==> config.mk <==
export PLATFORM = sky130hd
export DESIGN_NAME = core_scheduler
export DESIGN_NICKNAME = d
export VERILOG_FILES = /design/src/rtl/gpu_pkg.sv /design/src/rtl/pc_select.sv /design/src/rtl/core_scheduler.sv
export SDC_FILE = /design/constraint.sdc
export NUM_CORES = 1
export LEC_CHECK = 0
export CAP_MARGIN = 10
export CELL_PAD_IN_SITES_DETAIL_PLACEMENT = 0
export CELL_PAD_IN_SITES_GLOBAL_PLACEMENT = 1
export CORE_ASPECT_RATIO = 0.75
export CORE_MARGIN = 4
export CORE_UTILIZATION = 33
export CTS_BUF_LIST = sky130_fd_sc_hd__clkbuf_8 sky130_fd_sc_hd__clkbuf_16
export CTS_CLUSTER_DIAMETER = 100
export DETAILED_ROUTE_END_ITERATION = 8
export PLACE_DENSITY_LB_ADDON = 0.1
export SYNTH_ARGS = -nofsm -noshare
export SYNTH_HDL_FRONTEND = slang
export SYNTH_HIERARCHICAL = 1
export SYNTH_SLANG_ARGS = --single-unit
export TNS_END_PERCENT = 20
==> constraint.sdc <==
create_clock -name clk -period 3.8 [get_ports clk]
set_clock_uncertainty 0.15 [all_clocks]
set_input_delay 0.76 -clock clk [delete_from_list [all_inputs] [get_ports clk]]
set_output_delay 0.76 -clock clk [all_outputs]
set_load 0.01 [all_outputs]
==> src/rtl/gpu_pkg.sv <==
// Shared encodings for the core control path: core_state bus values,
// fetcher status and per-lane LSU status.
package gpu_pkg;

    localparam logic [2:0] CORE_IDLE    = 3'b000;
    localparam logic [2:0] CORE_FETCH   = 3'b001;
    localparam logic [2:0] CORE_DECODE  = 3'b010;
    localparam logic [2:0] CORE_REQUEST = 3'b011;
    localparam logic [2:0] CORE_WAIT    = 3'b100;
    localparam logic [2:0] CORE_EXECUTE = 3'b101;
    localparam logic [2:0] CORE_UPDATE  = 3'b110;
    localparam logic [2:0] CORE_DONE    = 3'b111;

    typedef enum logic [2:0] {
        ST_IDLE    = CORE_IDLE,
        ST_FETCH   = CORE_FETCH,
        ST_DECODE  = CORE_DECODE,
        ST_REQUEST = CORE_REQUEST,
        ST_WAIT    = CORE_WAIT,
        ST_EXECUTE = CORE_EXECUTE,
        ST_UPDATE  = CORE_UPDATE,
        ST_DONE    = CORE_DONE
    } core_state_e;

    localparam logic [2:0] FETCHER_IDLE     = 3'b000;
    localparam logic [2:0] FETCHER_FETCHING = 3'b001;
    localparam logic [2:0] FETCHER_FETCHED  = 3'b010;

    localparam logic [1:0] LSU_IDLE       = 2'b00;
    localparam logic [1:0] LSU_REQUESTING = 2'b01;
    localparam logic [1:0] LSU_WAITING    = 2'b10;
    localparam logic [1:0] LSU_DONE       = 2'b11;

    // A lane still owes the core a memory response.
    function automatic logic lsu_busy(input logic [1:0] s);
        return (s == LSU_REQUESTING) || (s == LSU_WAITING);
    endfunction

endpackage

==> src/rtl/pc_select.sv <==
// Picks the block PC from the lowest-indexed active lane and reports whether
// any other active lane wants to go somewhere else.
module pc_select #(
    parameter int THREADS   = 4,
    parameter int ADDR_BITS = 8
) (
    input  logic [THREADS-1:0]           mask,
    input  logic [ADDR_BITS*THREADS-1:0] next_pc,
    output logic [ADDR_BITS-1:0]         sel_pc,
    output logic                         any_active,
    output logic                         diverged
);

    logic found;

    always_comb begin
        sel_pc = '0;
        found  = 1'b0;
        for (int i = 0; i < THREADS; i++) begin
            if (mask[i] && !found) begin
                sel_pc = next_pc[i*ADDR_BITS +: ADDR_BITS];
                found  = 1'b1;
            end
        end
    end

    always_comb begin
        diverged = 1'b0;
        for (int i = 0; i < THREADS; i++) begin
            if (mask[i] && (next_pc[i*ADDR_BITS +: ADDR_BITS] != sel_pc)) begin
                diverged = 1'b1;
            end
        end
    end

    assign any_active = |mask;

endmodule

==> src/rtl/core_scheduler.sv <==
// Per-core control FSM: walks every instruction through fetch, decode,
// memory request/wait, execute and update for all active lanes of a block.
module core_scheduler
    import gpu_pkg::*;
#(
    parameter int THREADS_PER_BLOCK     = 4,
    parameter int PROGRAM_MEM_ADDR_BITS = 8
) (
    input  logic                                         clk,
    input  logic                                         reset,
    input  logic                                         start,
    input  logic [THREADS_PER_BLOCK-1:0]                 thread_enable,
    input  logic [2:0]                                   fetcher_state,
    input  logic [2*THREADS_PER_BLOCK-1:0]               lsu_state,
    input  logic                                         decoded_ret,
    input  logic [PROGRAM_MEM_ADDR_BITS*THREADS_PER_BLOCK-1:0] next_pc,
    output logic [2:0]                                   core_state,
    output logic [PROGRAM_MEM_ADDR_BITS-1:0]             current_pc,
    output logic                                         done,
    output logic                                         divergence_error
);

    core_state_e                      state_q, state_d;
    logic [PROGRAM_MEM_ADDR_BITS-1:0] pc_q, pc_d;
    logic                             done_q, done_d;
    logic                             div_q, div_d;
    logic [THREADS_PER_BLOCK-1:0]     mask_q, mask_d;

    logic [PROGRAM_MEM_ADDR_BITS-1:0] sel_pc;
    logic                             any_active;
    logic                             diverged;
    logic                             lanes_busy;

    pc_select #(
        .THREADS   (THREADS_PER_BLOCK),
        .ADDR_BITS (PROGRAM_MEM_ADDR_BITS)
    ) u_pc_select (
        .mask       (mask_q),
        .next_pc    (next_pc),
        .sel_pc     (sel_pc),
        .any_active (any_active),
        .diverged   (diverged)
    );

    // Status handshake: the fetcher holds FETCHED and each LSU holds its state
    // until the core moves on; the core only reacts, it never acknowledges.
    always_comb begin
        lanes_busy = 1'b0;
        for (int i = 0; i < THREADS_PER_BLOCK; i++) begin
            if (mask_q[i] && lsu_busy(lsu_state[2*i +: 2])) begin
                lanes_busy = 1'b1;
            end
        end
    end

    always_comb begin
        state_d = state_q;
        pc_d    = pc_q;
        done_d  = done_q;
        div_d   = div_q;
        mask_d  = mask_q;
        case (state_q)
            ST_IDLE: begin
                if (start) begin
                    if (|thread_enable) begin
                        mask_d  = thread_enable;
                        state_d = ST_FETCH;
                    end else begin
                        state_d = ST_DONE;
                        done_d  = 1'b1;
                    end
                end
            end
            ST_FETCH: begin
                if (fetcher_state == FETCHER_FETCHED) begin
                    state_d = ST_DECODE;
                end
            end
            ST_DECODE:  state_d = ST_REQUEST;
            ST_REQUEST: state_d = ST_WAIT;
            ST_WAIT: begin
                if (!lanes_busy) begin
                    state_d = ST_EXECUTE;
                end
            end
            ST_EXECUTE: state_d = ST_UPDATE;
            ST_UPDATE: begin
                if (decoded_ret) begin
                    state_d = ST_DONE;
                    done_d  = 1'b1;
                end else begin
                    // Execution follows the lowest active lane even when lanes split.
                    if (any_active) begin
                        pc_d = sel_pc;
                    end
                    if (diverged) begin
                        div_d = 1'b1;
                    end
                    state_d = ST_FETCH;
                end
            end
            ST_DONE:  done_d = 1'b1;
            default:  state_d = ST_IDLE;
        endcase
    end

    always_ff @(posedge clk) begin
        if (reset) begin
            state_q <= ST_IDLE;
            pc_q    <= '0;
            done_q  <= 1'b0;
            div_q   <= 1'b0;
            mask_q  <= '0;
        end else begin
            state_q <= state_d;
            pc_q    <= pc_d;
            done_q  <= done_d;
            div_q   <= div_d;
            mask_q  <= mask_d;
        end
    end

    assign core_state       = state_q;
    assign current_pc       = pc_q;
    assign done             = done_q;
    assign divergence_error = div_q;

endmodule
After elaboration in Yosys (flattened, before gate mapping)
Index checks and enable logic that the tools add are counted.
{"block": "classes", "bitwise": 1, "muxes": 25, "n_reduce_logical": 28, "n_eq_ne": 25}
{"cell": "8-bit two-way mux", "count": 4}
{"cell": "8-bit != test", "count": 4}
{"cell": "3-bit one-hot mux with 7 select lines", "count": 1}
{"cell": "3-bit two-way mux", "count": 5}
{"cell": "1-bit two-way mux", "count": 14}
{"cell": "3-bit equality test (second input constant)", "count": 4}
{"cell": "1-bit logical AND", "count": 11}
{"cell": "2-bit != test (second input constant)", "count": 5}
{"cell": "3-bit by 2-bit equality test with 1-bit output (second input constant)", "count": 3}
{"cell": "3-bit AND reduction", "count": 3}
{"cell": "2-bit by 1-bit equality test with 1-bit output (second input constant)", "count": 4}
{"cell": "2-bit equality test (second input constant)", "count": 4}
{"cell": "4-bit AND reduction", "count": 2}
{"cell": "4-bit OR reduction", "count": 2}
{"cell": "7-bit nonzero test", "count": 1}
{"cell": "1-bit logical OR", "count": 4}
{"cell": "3-bit by 1-bit equality test with 1-bit output (second input constant)", "count": 1}
{"cell": "1-bit zero test", "count": 3}
{"cell": "3-bit zero test", "count": 1}
{"cell": "1-bit one-hot mux with 3 select lines", "count": 1}
{"cell": "3-bit nonzero test", "count": 1}
{"cell": "1-bit inverter", "count": 1}
{"block": "totals", "inputBits": 51, "regBits": 17, "wordCells": 84, "output_inout_bits": 13}

Logic depth before layout (Yosys ltp)
Gate-level depths: netlist of the first run.
{"block": "depth", "word_depth": 17, "depth_mapped": 11, "ltp_nobuf": 9}

Hierarchy
Netlist of the first run, hierarchy kept.
{"module": "core_scheduler", "seq_area_each_um2": 340.3, "instances": 1, "cells_per_inst": 98, "area_per_inst_um2": 829.5}
{"module": "pc_select", "seq_area_each_um2": 0.0, "instances": 1, "cells_per_inst": 97, "area_per_inst_um2": 749.5}

Least setup slack after synthesis of the first run
No wires, ideal clock.
{"block": "synth_timing", "kind": "input -> register", "start": "input port next_pc[12]", "end": "register div_q, in the netlist divergence_error", "slack_ns": 1.465, "setup_ns": 0.128, "path_buffers": 0, "stages": 9, "arrival_time_ns": 2.058, "required_time_ns": 3.522, "cell_sequence": "a21oi_1 > a221oi_1 > xor2_1 > a2111oi_2 > o2111ai_1 > o211ai_1 > nand3_1 > a21oi_1 > nor2_1"}
{"block": "synth_between", "elab_chain_len": 10, "elab_cells_between_ends": 16, "cone_classes": "eq/ne (4); mux (7); reduce/logical (5)"}
{"item": "start, declared", "line": "core_scheduler.sv:16", "rtl": "input logic [PROGRAM_MEM_ADDR_BITS*THREADS_PER_BLOCK-1:0] next_pc,"}
{"item": "8-bit two-way mux (3 in a row)", "line": "pc_select.sv:20", "rtl": "if (mask[i] && !found) begin"}
{"item": "8-bit != test", "line": "pc_select.sv:30", "rtl": "if (mask[i] && (next_pc[i*ADDR_BITS +: ADDR_BITS] != sel_pc)) begin"}
{"item": "1-bit logical AND", "line": "pc_select.sv:30"}
{"item": "1-bit two-way mux (3 in a row)", "line": "pc_select.sv:30"}
{"item": "1-bit two-way mux *", "line": "pc_select.sv:30"}
{"item": "via diverged", "line": "core_scheduler.sv:31", "rtl": "logic diverged;"}
{"item": "3-bit AND reduction (no source line) *"}
{"item": "end signal, assigned", "line": "core_scheduler.sv:118", "rtl": "div_q <= div_d;"}
{"item": "end, declared", "line": "core_scheduler.sv:26", "rtl": "logic div_q, div_d;"}
The timed path passes the listed nets; every way through them passes the cells marked *.
A chain may end at the register's enable or synchronous reset.

Final worst setup path of the first run
{"block": "layout_timing", "start": "register mask_q[1]", "end": "register div_q, in the netlist divergence_error"}
{"block": "layout_between", "elab_chain_len": 15, "elab_cells_between_ends": 23, "cone_classes": "eq/ne (4); mux (9); reduce/logical (10)"}
{"item": "start, declared", "line": "core_scheduler.sv:27", "rtl": "logic [THREADS_PER_BLOCK-1:0] mask_q, mask_d;"}
{"item": "start signal, assigned", "line": "core_scheduler.sv:119", "rtl": "mask_q <= mask_d;"}
{"item": "1-bit logical AND", "line": "pc_select.sv:20"}
{"item": "1-bit two-way mux", "line": "pc_select.sv:20"}
{"item": "1-bit zero test", "line": "pc_select.sv:20"}
{"item": "1-bit logical AND", "line": "pc_select.sv:20"}
{"item": "1-bit two-way mux", "line": "pc_select.sv:20"}
{"item": "1-bit zero test", "line": "pc_select.sv:20"}
{"item": "1-bit logical AND", "line": "pc_select.sv:20"}
{"item": "8-bit two-way mux", "line": "pc_select.sv:20"}
{"item": "8-bit != test", "line": "pc_select.sv:30"}
{"item": "1-bit logical AND", "line": "pc_select.sv:30"}
{"item": "1-bit two-way mux (3 in a row)", "line": "pc_select.sv:30"}
{"item": "1-bit two-way mux *", "line": "pc_select.sv:30"}
{"item": "via diverged", "line": "core_scheduler.sv:31"}
{"item": "3-bit AND reduction (no source line) *"}
Marked as above.

==> results.py, run 1 <==
metrics = {
    "run_status": {
        "outcome": "finished clean",
    },
    "critical_path": {
        "cp_max_fo": 20,
        "reg2reg_from": "mask_q[1]",
        "crit_type": "flop to flop",
        "critPathLaunchType": "flop",
        "rr_endpoint": "divergence_error",
        "ff2ff_setup_slack_ns": 0.93,
        "required_ns": 3.77,
        "cpPeakStageDelay_ns": 0.87,
        "cp-startpoint": "mask_q[1]",
        "crit_path_cell_trace": "nor4b_4 -> buf_4 -> a221oi_1 -> xor2_1 -> a2111oi_2 -> o2111ai_1 -> o211ai_1 -> nand3_1 -> a21oi_1 -> nor2_1",
        "endpoint_kind": "flop",
        "cp_slowest_cell": "dfxtp_1",
        "reg2reg_depth": 10,
        "worstPathArrival_ns": 2.84,
    },
    "sta": {
        "max_freq_ghz": 0.348,
        "slew_viol_final": 0,
        "tns_ns": 0,
        "setup_violations": 0,
        "rsz0062_at_grt": "false",
        "tightest_slew_ns": 0.847,
        "period_share_pct": 75.6,
        "post-route-min-period_ns": 2.87,
        "hold_violations": 0,
        "slew_headroom_pct": 43.4,
    },
    "floorplan": {
        "row_count": 21,
        "dieArea_um2": 5970,
        "initial_utilization_pct": 34.7,
        "top_level_ports": 64,
        "die_x_um": 87.9,
        "core_area_um2": 4550,
        "dieHeight_um": 67.9,
    },
    "placed_design": {
        "dpl.hpwl_um": 3580,
        "routabilityCongestion": 0.772,
        "dpl.cell_count": 306,
        "io_buffers": 63,
    },
    "layout": {
        "postLayoutCoreUtil_pct": 49.4,
        "syn_to_final_growth_pct": 42.3,
        "fillers": 464,
        "layout.cells.non_filler": 310,
        "diodes": 0,
        "fin_nets": 305,
        "final_layout_size_suffix_gt1_share_pct": 8.30,
    },
    "worst_hold_path": {
        "min_from": "current_pc[3]",
        "min_to": "current_pc[3]",
        "hold_class": "flop to flop",
        "whs_path_depth": 2,
    },
    "synthesis": {
        "synth_area_um2": 1580,
        "synthDominantCellAreaShare_pct": 21.6,
        "synth_cell_types": 52,
        "synthFlopType": "dfxtp_1",
        "syn_avg_cell_area_um2": 8.10,
        "post-synth-top-count-cell": "a21oi_1",
        "syn_inst": 195,
        "ys_seq_area_share_pct": 21.6,
        "synth_area_leaders": "dfxtp_1 22%, xnor2_1 8.3%, a21oi_1 7.3%",
        "synth_edf_count": 0,
        "yosysTopAreaCell": "dfxtp_1",
        "yosys_warnings": 6,
        "synth_common_cells": "23 x a21oi_1, 20 x nand2_1, 17 x dfxtp_1",
        "syn_nets": 246,
        "async_reset_ff_share_pct": 0,
        "ys_ff_latch": 17,
    },
    "clocking": {
        "postCtsResizedCells": 0,
        "clock-root-buffer": "clkbuf_8",
        "clock_sinks": 17,
        "clk_pin_slew_ns": 0.06,
        "cts_buffer_depth": 2,
        "cts_hold_buf": 0,
        "cts_made_buffers": 3,
        "cts_tree": "yes",
        "post_cts_buffers": 0,
        "clock_latency_ns": 0.25,
        "htree_levels": 1,
    },
    "global_route": {
        "grtUsageTotal_pct": 15.2,
        "grt_max_degree": 26,
        "grt_pass1_wl_um": 7220,
        "antenna_found_initial": 0,
        "first_global_vias": 1441,
        "grt_overflow": 0,
    },
    "power_and_ir_drop": {
        "power_uw": 575,
        "p_leak_uw": 0.000774,
        "peakVddDrop_mv": 0.135,
        "power_density_nw_per_um2": 256,
    },
    "route": {
        "vias": 1586,
        "wl_per_cell_um": 14.7,
        "totalWireLength_um": 4540,
        "dr.pass1.iters": 5,
        "drc": 0,
        "first_iter_violations": 60,
        "drtAntennaViolNets": 0,
        "vias_per_cell": 5.12,
    },
    "flow_run": {
        "cap_viol_max_count": 0,
    },
}
-- worst max-delay path: cells and delay by family (launching register included) --
| kind | cells | cell delay [ns] |
|---|---|---|
| compound gates | 5 | 1.09 |
| xor+xnor | 1 | 0.16 |
| simple gates | 3 | 0.22 |
| flops | 1 | 0.87 |
| buf+inv | 1 | 0.23 |
-- cells in the final DEF (no fill, tap or decap), types with 3 or more instances in the layout --
| cell type | count |
|---|---|
| o21ai_0 | 3 |
| a221oi_1 | 4 |
| a22oi_1 | 4 |
| nor3b_1 | 3 |
| nand3b_1 | 5 |
| clkdlybuf4s50_1 | 63 |
| clkbuf_8 | 3 |
| nand2_1 | 20 |
| inv_1 | 11 |
| a22o_1 | 3 |
| nor2_1 | 9 |
| nor2b_1 | 3 |
| dfxtp_1 | 17 |
| nand3_1 | 11 |
| nand4_1 | 3 |
| a21oi_1 | 23 |
| xnor2_1 | 15 |
| xor2_1 | 10 |
| nand2b_1 | 3 |
| buf_4 | 3 |
-- kinds of logic (layout without fill, tap and decap cells) --
family                 after synthesis  after routing  share of synthesized area, %
buffers and inverters               22             80                          8.80
XOR/XNOR                            26             26                          14.9
AO/OA/AOI/OAI                       58             58                          26.8
flip-flops                          17             17                          21.6
AND/OR/NAND/NOR                     70             70                          26.6
multiplexers                         2              2                          1.35
-- how the worst max path moves through the flow --
stage,endpoint,slack (ns)
global route,divergence_error,0.64
global placement,divergence_error,0.73
finish,divergence_error,0.93
CTS,divergence_error,0.91
detailed placement,divergence_error,0.69
floorplan,divergence_error,1.46
-- cell type report --
class | instances | area (µm²) | share of cell area [%]
clock buffer | 3 | 41.3 | 1.84
clock inverter | 1 | 3.75 | 0.167
inverter | 10 | 37.5 | 1.67
multi-input combinational | 156 | 1100 | 48.9
sequential | 17 | 340 | 15.1
tap | 57 | 71.3 | 3.17
timing repair buffer | 66 | 653 | 29.1
-- through the flow --
| step | setup WS [ns] | hold WS [ns] | instance area, µm² |
|---|---|---|---|
| CTS | 0.914 | 0.310 | 2250 |
| global placement | 0.730 | 0.297 | 2200 |
| floorplan | 1.46 | 0.320 | 1580 |
| finish | 0.927 | 0.306 | 2250 |
| detailed placement | 0.687 | 0.301 | 2200 |
| global route | 0.642 | 0.322 | 2250 |
-- report_power, final --
part	internal [µW]	switching, µW
combinational	131	111
sequential	184	18.7
clock	71.6	59.2
-- per-layer routing --
metal,GRT usage [%],vias to the layer above,share of wire (%)
met5,0,-,0
met4,1.72,0,0.42
met3,3.01,2,7.9
met2,21.8,52,41
met1,23.6,710,51
li1,-,822,-
-- flip-flops by register name, summed over array words and instances (netlist names) --
signal / count
core_state: 3
current_pc: 8
divergence_error: 1
done: 1
mask_q: 4
No activity file was read; power rests on OpenSTA's default activity.
==> run 2: changes to the inputs <==
--- a/config.mk
+++ b/config.mk
@@ -10,7 +10,7 @@
 export CELL_PAD_IN_SITES_GLOBAL_PLACEMENT = 1
 export CORE_ASPECT_RATIO = 0.75
 export CORE_MARGIN = 4
-export CORE_UTILIZATION = 33
+export CORE_UTILIZATION = 31
 export CTS_BUF_LIST = sky130_fd_sc_hd__clkbuf_8 sky130_fd_sc_hd__clkbuf_16
 export CTS_CLUSTER_DIAMETER = 100
 export DETAILED_ROUTE_END_ITERATION = 8
==> constraint.sdc (replaced) <==
create_clock -name clk -period 2.9 [get_ports clk]
set_clock_uncertainty 0.15 [all_clocks]
set_input_delay 0.58 -clock clk [delete_from_list [all_inputs] [get_ports clk]]
set_output_delay 0.58 -clock clk [all_outputs]
set_load 0.01 [all_outputs]
==> results.py, run 2 (synthesis results as in run 1) <==
metrics = {
    "route": {
        "first_iter_violations": 62,
        "dr.pass1.iters": 4,
        "wl_per_cell_um": 14.7,
        "drtAntennaViolNets": 0,
        "drc": 0,
        "vias": 1627,
        "totalWireLength_um": 4680,
        "vias_per_cell": 5.10,
    },
    "floorplan": {
        "dieArea_um2": 6310,
        "die_x_um": 90.4,
        "row_count": 22,
        "top_level_ports": 64,
        "core_area_um2": 4900,
        "dieHeight_um": 69.8,
        "initial_utilization_pct": 32.2,
    },
    "layout": {
        "diodes": 0,
        "final_layout_size_suffix_gt1_share_pct": 11.2,
        "mostFrequentLayoutCell": "clkdlybuf4s50_1",
        "largest_reg_flops": 8,
        "layout.cells.non_filler": 319,
        "fin_nets": 311,
        "postLayoutCoreUtil_pct": 47.3,
        "syn_to_final_growth_pct": 46.7,
        "final_cell_mix": "63 x clkdlybuf4s50_1, 23 x a21oi_1, 20 x nand2_1, 16 x dfxtp_1, 15 x xnor2_1",
        "fillers": 519,
    },
    "placed_design": {
        "dpl.hpwl_um": 3750,
        "dpl.cell_count": 315,
        "post-place-ws_ns": 0.00453,
        "routabilityCongestion": 0.817,
        "io_buffers": 63,
    },
    "critical_path": {
        "cpLargestDelayFamily": "compound AO/OA/AOI/OAI gates",
        "crit_type": "input pin to flop",
        "cp_slowest_cell": "clkdlybuf4s50_1",
        "path_buf_inv": 1,
        "cpPeakStageDelay_ns": 0.51,
        "crit_cells": 10,
        "reg2reg_from": "mask_q[2]",
        "reg2reg_depth": 10,
        "worstPathArrival_ns": 2.54,
        "critPathLaunchType": "input pin",
        "cp_max_fo": 3,
        "required_ns": 2.88,
        "crit_path_cell_trace": "clkdlybuf4s50_1 -> nand3b_1 -> a221oi_1 -> a21o_1 -> xnor2_1 -> nand4_1 -> o31ai_1 -> nand3_1 -> a21oi_1 -> nor2_1",
        "cp-startpoint": "next_pc[22]",
        "endpoint_kind": "flop",
    },
    "clocking": {
        "clock_latency_ns": 0.25,
        "cts_made_buffers": 3,
        "cts_buffer_depth": 2,
        "cts_tree": "yes",
        "clock-root-buffer": "clkbuf_8",
        "cts_hold_buf": 0,
        "clock_sinks": 17,
        "htree_levels": 1,
        "post_cts_buffers": 0,
        "clk_pin_slew_ns": 0.07,
    },
    "sta": {
        "slew_viol_final": 0,
        "post-route-min-period_ns": 2.56,
        "tns_ns": 0,
        "rsz0062_at_grt": "false",
        "tightest_slew_ns": 0.644,
        "period_share_pct": 88.4,
        "hold_violations": 0,
        "max_freq_ghz": 0.390,
        "slew_headroom_pct": 56.9,
        "setup_slack_ns": 0.335,
        "setup_violations": 0,
    },
    "global_route": {
        "grt_pass1_wl_um": 7840,
        "antenna_found_initial": 0,
        "grt_max_degree": 26,
        "grtUsageTotal_pct": 15.2,
        "grt_overflow": 0,
        "first_global_vias": 1530,
    },
    "power_and_ir_drop": {
        "power_uw": 776,
        "power_density_nw_per_um2": 335,
        "peakVddDrop_mv": 0.144,
        "p_leak_uw": 0.000810,
    },
    "worst_hold_path": {
        "whs_path_depth": 2,
        "hold_class": "flop to flop",
        "min_from": "current_pc[2]",
    },
    "flow_run": {
        "cap_viol_max_count": 0,
    },
    "run_status": {
        "outcome": "finished clean",
    },
}
run 2: path summary, 6_finish.rpt:
path	endpoint	slack [ns]
min	current_pc[2]	0.31
max reg2reg	divergence_error	0.35
min reg2reg	current_pc[2]	0.31
max	divergence_error	0.34
run 2: per-stage QoR:
| step | area (µm²) | hold WS (ns) |
|---|---|---|
| floorplan | 1580 | 0.320 |
| global placement | 2260 | 0.298 |
| detailed placement | 2260 | 0.303 |
| CTS | 2310 | 0.312 |
| global route | 2320 | 0.321 |
| finish | 2320 | 0.305 |
run 2: report_power, final:
part | total (µW) | switching, µW | internal (µW) | leakage [µW]
Sequential | 262 | 20.8 | 241 | 0.000138
Clock | 176 | 81.6 | 94.0 | 0.0000269
Combinational | 338 | 156 | 182 | 0.000644
run 2: repair_timing:
action	CTS	global route
gates resized for setup	0	2
endpoints found under the setup margin	0	1
endpoints found under the hold margin	0	0
run 2: worst min-delay path, delay by kind of cell (launching register included):
family / cells / cell delay (ns)
compound gates: 1 / 0.05
flops: 1 / 0.31
simple gates: 1 / 0.05
run 2: layout make-up:
cell class	instances	area, µm²	area share [%]
multi-input combinational	156	1110	47.8
timing repair buffer	72	711	30.7
sequential	17	342	14.7
tap	60	75.1	3.24
clock buffer	3	41.3	1.78
inverter	10	37.5	1.62
clock inverter	1	3.75	0.162
run 2: per-layer routing:
metal	up-vias	part of all wire [%]	track usage (%)
li1	839	-	-
met2	53	41	21.6
met4	0	0.58	2.55
met3	2	6.8	3.90
met1	733	52	22.9
met5	-	0	0
==> patch (config.mk and constraints of run 2) <==
Change the parameter `PROGRAM_MEM_ADDR_BITS` from 8 to 7.
--- a/src/rtl/core_scheduler.sv
+++ b/src/rtl/core_scheduler.sv
@@ -5,5 +5,5 @@
 #(
     parameter int THREADS_PER_BLOCK     = 4,
-    parameter int PROGRAM_MEM_ADDR_BITS = 8
+    parameter int PROGRAM_MEM_ADDR_BITS = 7
 ) (
     input  logic                                         clk,
Ports: changed (resized current_pc and next_pc); port bits go from 64 to 59. No check against the original RTL was run, so the function may have changed too.
==> patch against run 2 <==
- die area fell by 1.4%
- sequential share of layout area fell by 1.6 points
- synthesized cell count rose by 2.1%
- sequential cell count fell by 1
- worst hold slack improved by 0.045 ns
- power fell by 3.0%
- setup slack got worse by 0.24 ns
- routed wire length rose by 0.28%
- synthesized area fell by 1.5%
- combinational power rose by 1%
- global-route usage fell by 0.37 points
- cell area rose by 5.8%
- largest cell class unchanged
==> patch: results (changes against run 2) <==
Min path
The classification of the worst-slack hold path is reg2reg (unchanged). The critical hold path startpoint is current_pc[5] (was current_pc[2]). The endpoint with the worst hold slack is current_pc[5] (was current_pc[2]).

Yosys
The warning count from the yosys run is 6 (unchanged). The part of the Yosys area used for sequential elements is 20.6% (was 21.6%). Top cells by area, synth: dfxtp_1 (21%), nor2_1 (5.3%), mux2i_1 (4.5%), xor2_1 (4.5%), a21oi_1 (4.2%) (was dfxtp_1 (22%), xnor2_1 (8.3%), a21oi_1 (7.3%), xor2_1 (5.5%), nand2_1 (4.8%)).

The instance count of the mapped netlist is 199 (was 195). The count of different cell masters after synthesis is 57 (was 52). List of most frequent post-synthesis cells: nor2_1 (22), dfxtp_1 (16), nand2_1 (14), a21oi_1 (13) (was a21oi_1 (23), nand2_1 (20), dfxtp_1 (17), xnor2_1 (15), nand3_1 (11)).

Place
The total of buffers placed on input and output ports is 58 (was 63). The global placer's final weighted congestion is 0.769 (was 0.817). The pre-CTS setup slack is -0.351 ns (was 0.00453 ns). The estimated wirelength of the detail-placed design is 3.80 mm (was 3.75 mm).

Clocking
Clock-pin slew was measured on the worst setup and hold paths at 0.06 ns. The root buffer cell is clkbuf_8 (unchanged). The count of H-tree levels built during CTS came to 1 (unchanged). The largest buffer count on any clock path came to 2 (unchanged).

Power and ir drop
The total internal power is 0.000511 W (was 0.000518 W). The largest vdd supply drop is 204 µV (was 144 µV). The static leakage came to 1.05 nW (was 0.810 nW). The relative contribution of sequential cells to total power is 32.6% (was 33.8%).

Global routing
The global routing usage summed across all routing layers was 14.8% (was 15.2%). The pin count of the biggest net entering global routing came to 17 (was 26). The global-route wire length before repair is 7.63 mm (was 7.84 mm).

The number of global-route vias before repair is 1,603 (was 1,530).

Detailed routing
The total vias in the final route is 1,713 (was 1,627). The number of iterations in the first detailed-routing pass was 4 (unchanged). The routed wirelength normalized by instance count is 13.7 µm (was 14.7 µm). The starting DRC count in detailed routing is 122 (was 62).

Cells and area
The final net count was 331 (was 311). The final instance count without filler cells was 342 (was 319). The ratio of cells with drive above 1 in the final layout came to 18.1% (was 11.2%). The number of flip-flops in the largest register is 7 (was 8).

Critical path
The worst endpoint data arrival time is 2.77 ns (was 2.54 ns). The number of cells on the worst reg-to-reg path is 9 (was 10). The slack of the worst reg-to-reg path is 0.28 ns (was 0.35 ns). The peak fanout along the critical path came to 4 (was 3).

The beginning of the worst register-to-register path is mask_q[0] (was mask_q[2]).

STA
The hold slack came to 0.350 ns (was 0.305 ns). The slew at the pin closest to its max-slew limit was 0.615 ns (was 0.644 ns).

Run status
Outcome: complete, no violations (unchanged).
patch: cell count changes after synthesis, moves of 4 or more:
cell     before  now
xnor2_1      15    7
nand3_1      11    7
a22oi_1       4    8
a21oi_1      23   13
mux2i_1       1    7
nand2_1      20   14
nor2_1        9   22
and3b_1       0    5
a21o_1        2    7
patch: repair_timing:
item,4_1_cts,5_1_grt
endpoints found under the setup margin,1,1
gates resized for setup,1,4
setup buffers,0,2
pin swaps,0,4
patch: critical path, stage by stage:
cell and delay (ns):
clkdlybuf4s50_1 0.42, a21o_1 0.20, o21ai_4 0.19, a21oi_1 0.08, or4_4 0.55, o41ai_2 0.32
o311ai_1 0.15, a41oi_1 0.23, nor2_1 0.05
patch: worst max-delay path by stage:
stage	startpoint	end	slack, ns	cells after the start
2_1_floorplan	next_pc[10]	divergence_error	0.31	8
3_3_place_gp	next_pc[10]	divergence_error	-0.30	9
3_5_place_dp	next_pc[10]	divergence_error	-0.35	9
4_1_cts	next_pc[10]	divergence_error	0.006	9
5_1_grt	next_pc[10]	divergence_error	-0.02	9
6_report	next_pc[10]	divergence_error	0.09	9
patch: layer usage:
layer | track usage (%) | vias to the layer above | wire, µm
li1 | - | 906 | -
met1 | 21.8 | 766 | 2470
met2 | 22.0 | 37 | 1970
met3 | 3.58 | 4 | 218
met4 | 2.55 | 0 | 31
met5 | 0 | - | 0
patch: logic make-up after synthesis:
group                     after synthesis  synth area share, %
DFF                                    16                 20.6
xor gates and xnor gates               15                 8.45
muxes                                   7                 4.51
AOI/OAI and AO/OA                      62                 28.5
buffers and inverters                  18                 6.11
and+or+nand+nor                        81                 31.9
patch: area by class of cell:
class | instances | area, µm²
Fill cell | 475 | 2420
Inverter | 7 | 26.3
Timing Repair Buffer | 91 | 828
Clock buffer | 3 | 41.3
Tap cell | 60 | 75.1
Multi-Input combinational cell | 165 | 1160
Sequential cell | 16 | 322
patch: power by group through the flow:
stage / Clock (W) / Combinational (W) / Sequential (W)
6_report: 0.000164 / 0.000342 / 0.000246
5_1_grt: 0.000182 / 0.000375 / 0.000248
4_1_cts: 0.000169 / 0.000333 / 0.000246
3_5_place_dp: 0 / 0.000330 / 0.000251
3_3_place_gp: 0 / 0.000330 / 0.000251
2_1_floorplan: 0 / 0.000179 / 0.000241
patch: through the flow:
stage / total power (W) / area [µm²] / TNS (ns)
after floorplan: 0.000421 / 1560 / 0
final: 0.000752 / 2450 / 0
after CTS: 0.000748 / 2420 / 0
after global routing: 0.000805 / 2450 / -0.0174
after detailed placement: 0.000581 / 2370 / -0.351
after global placement: 0.000581 / 2370 / -0.302
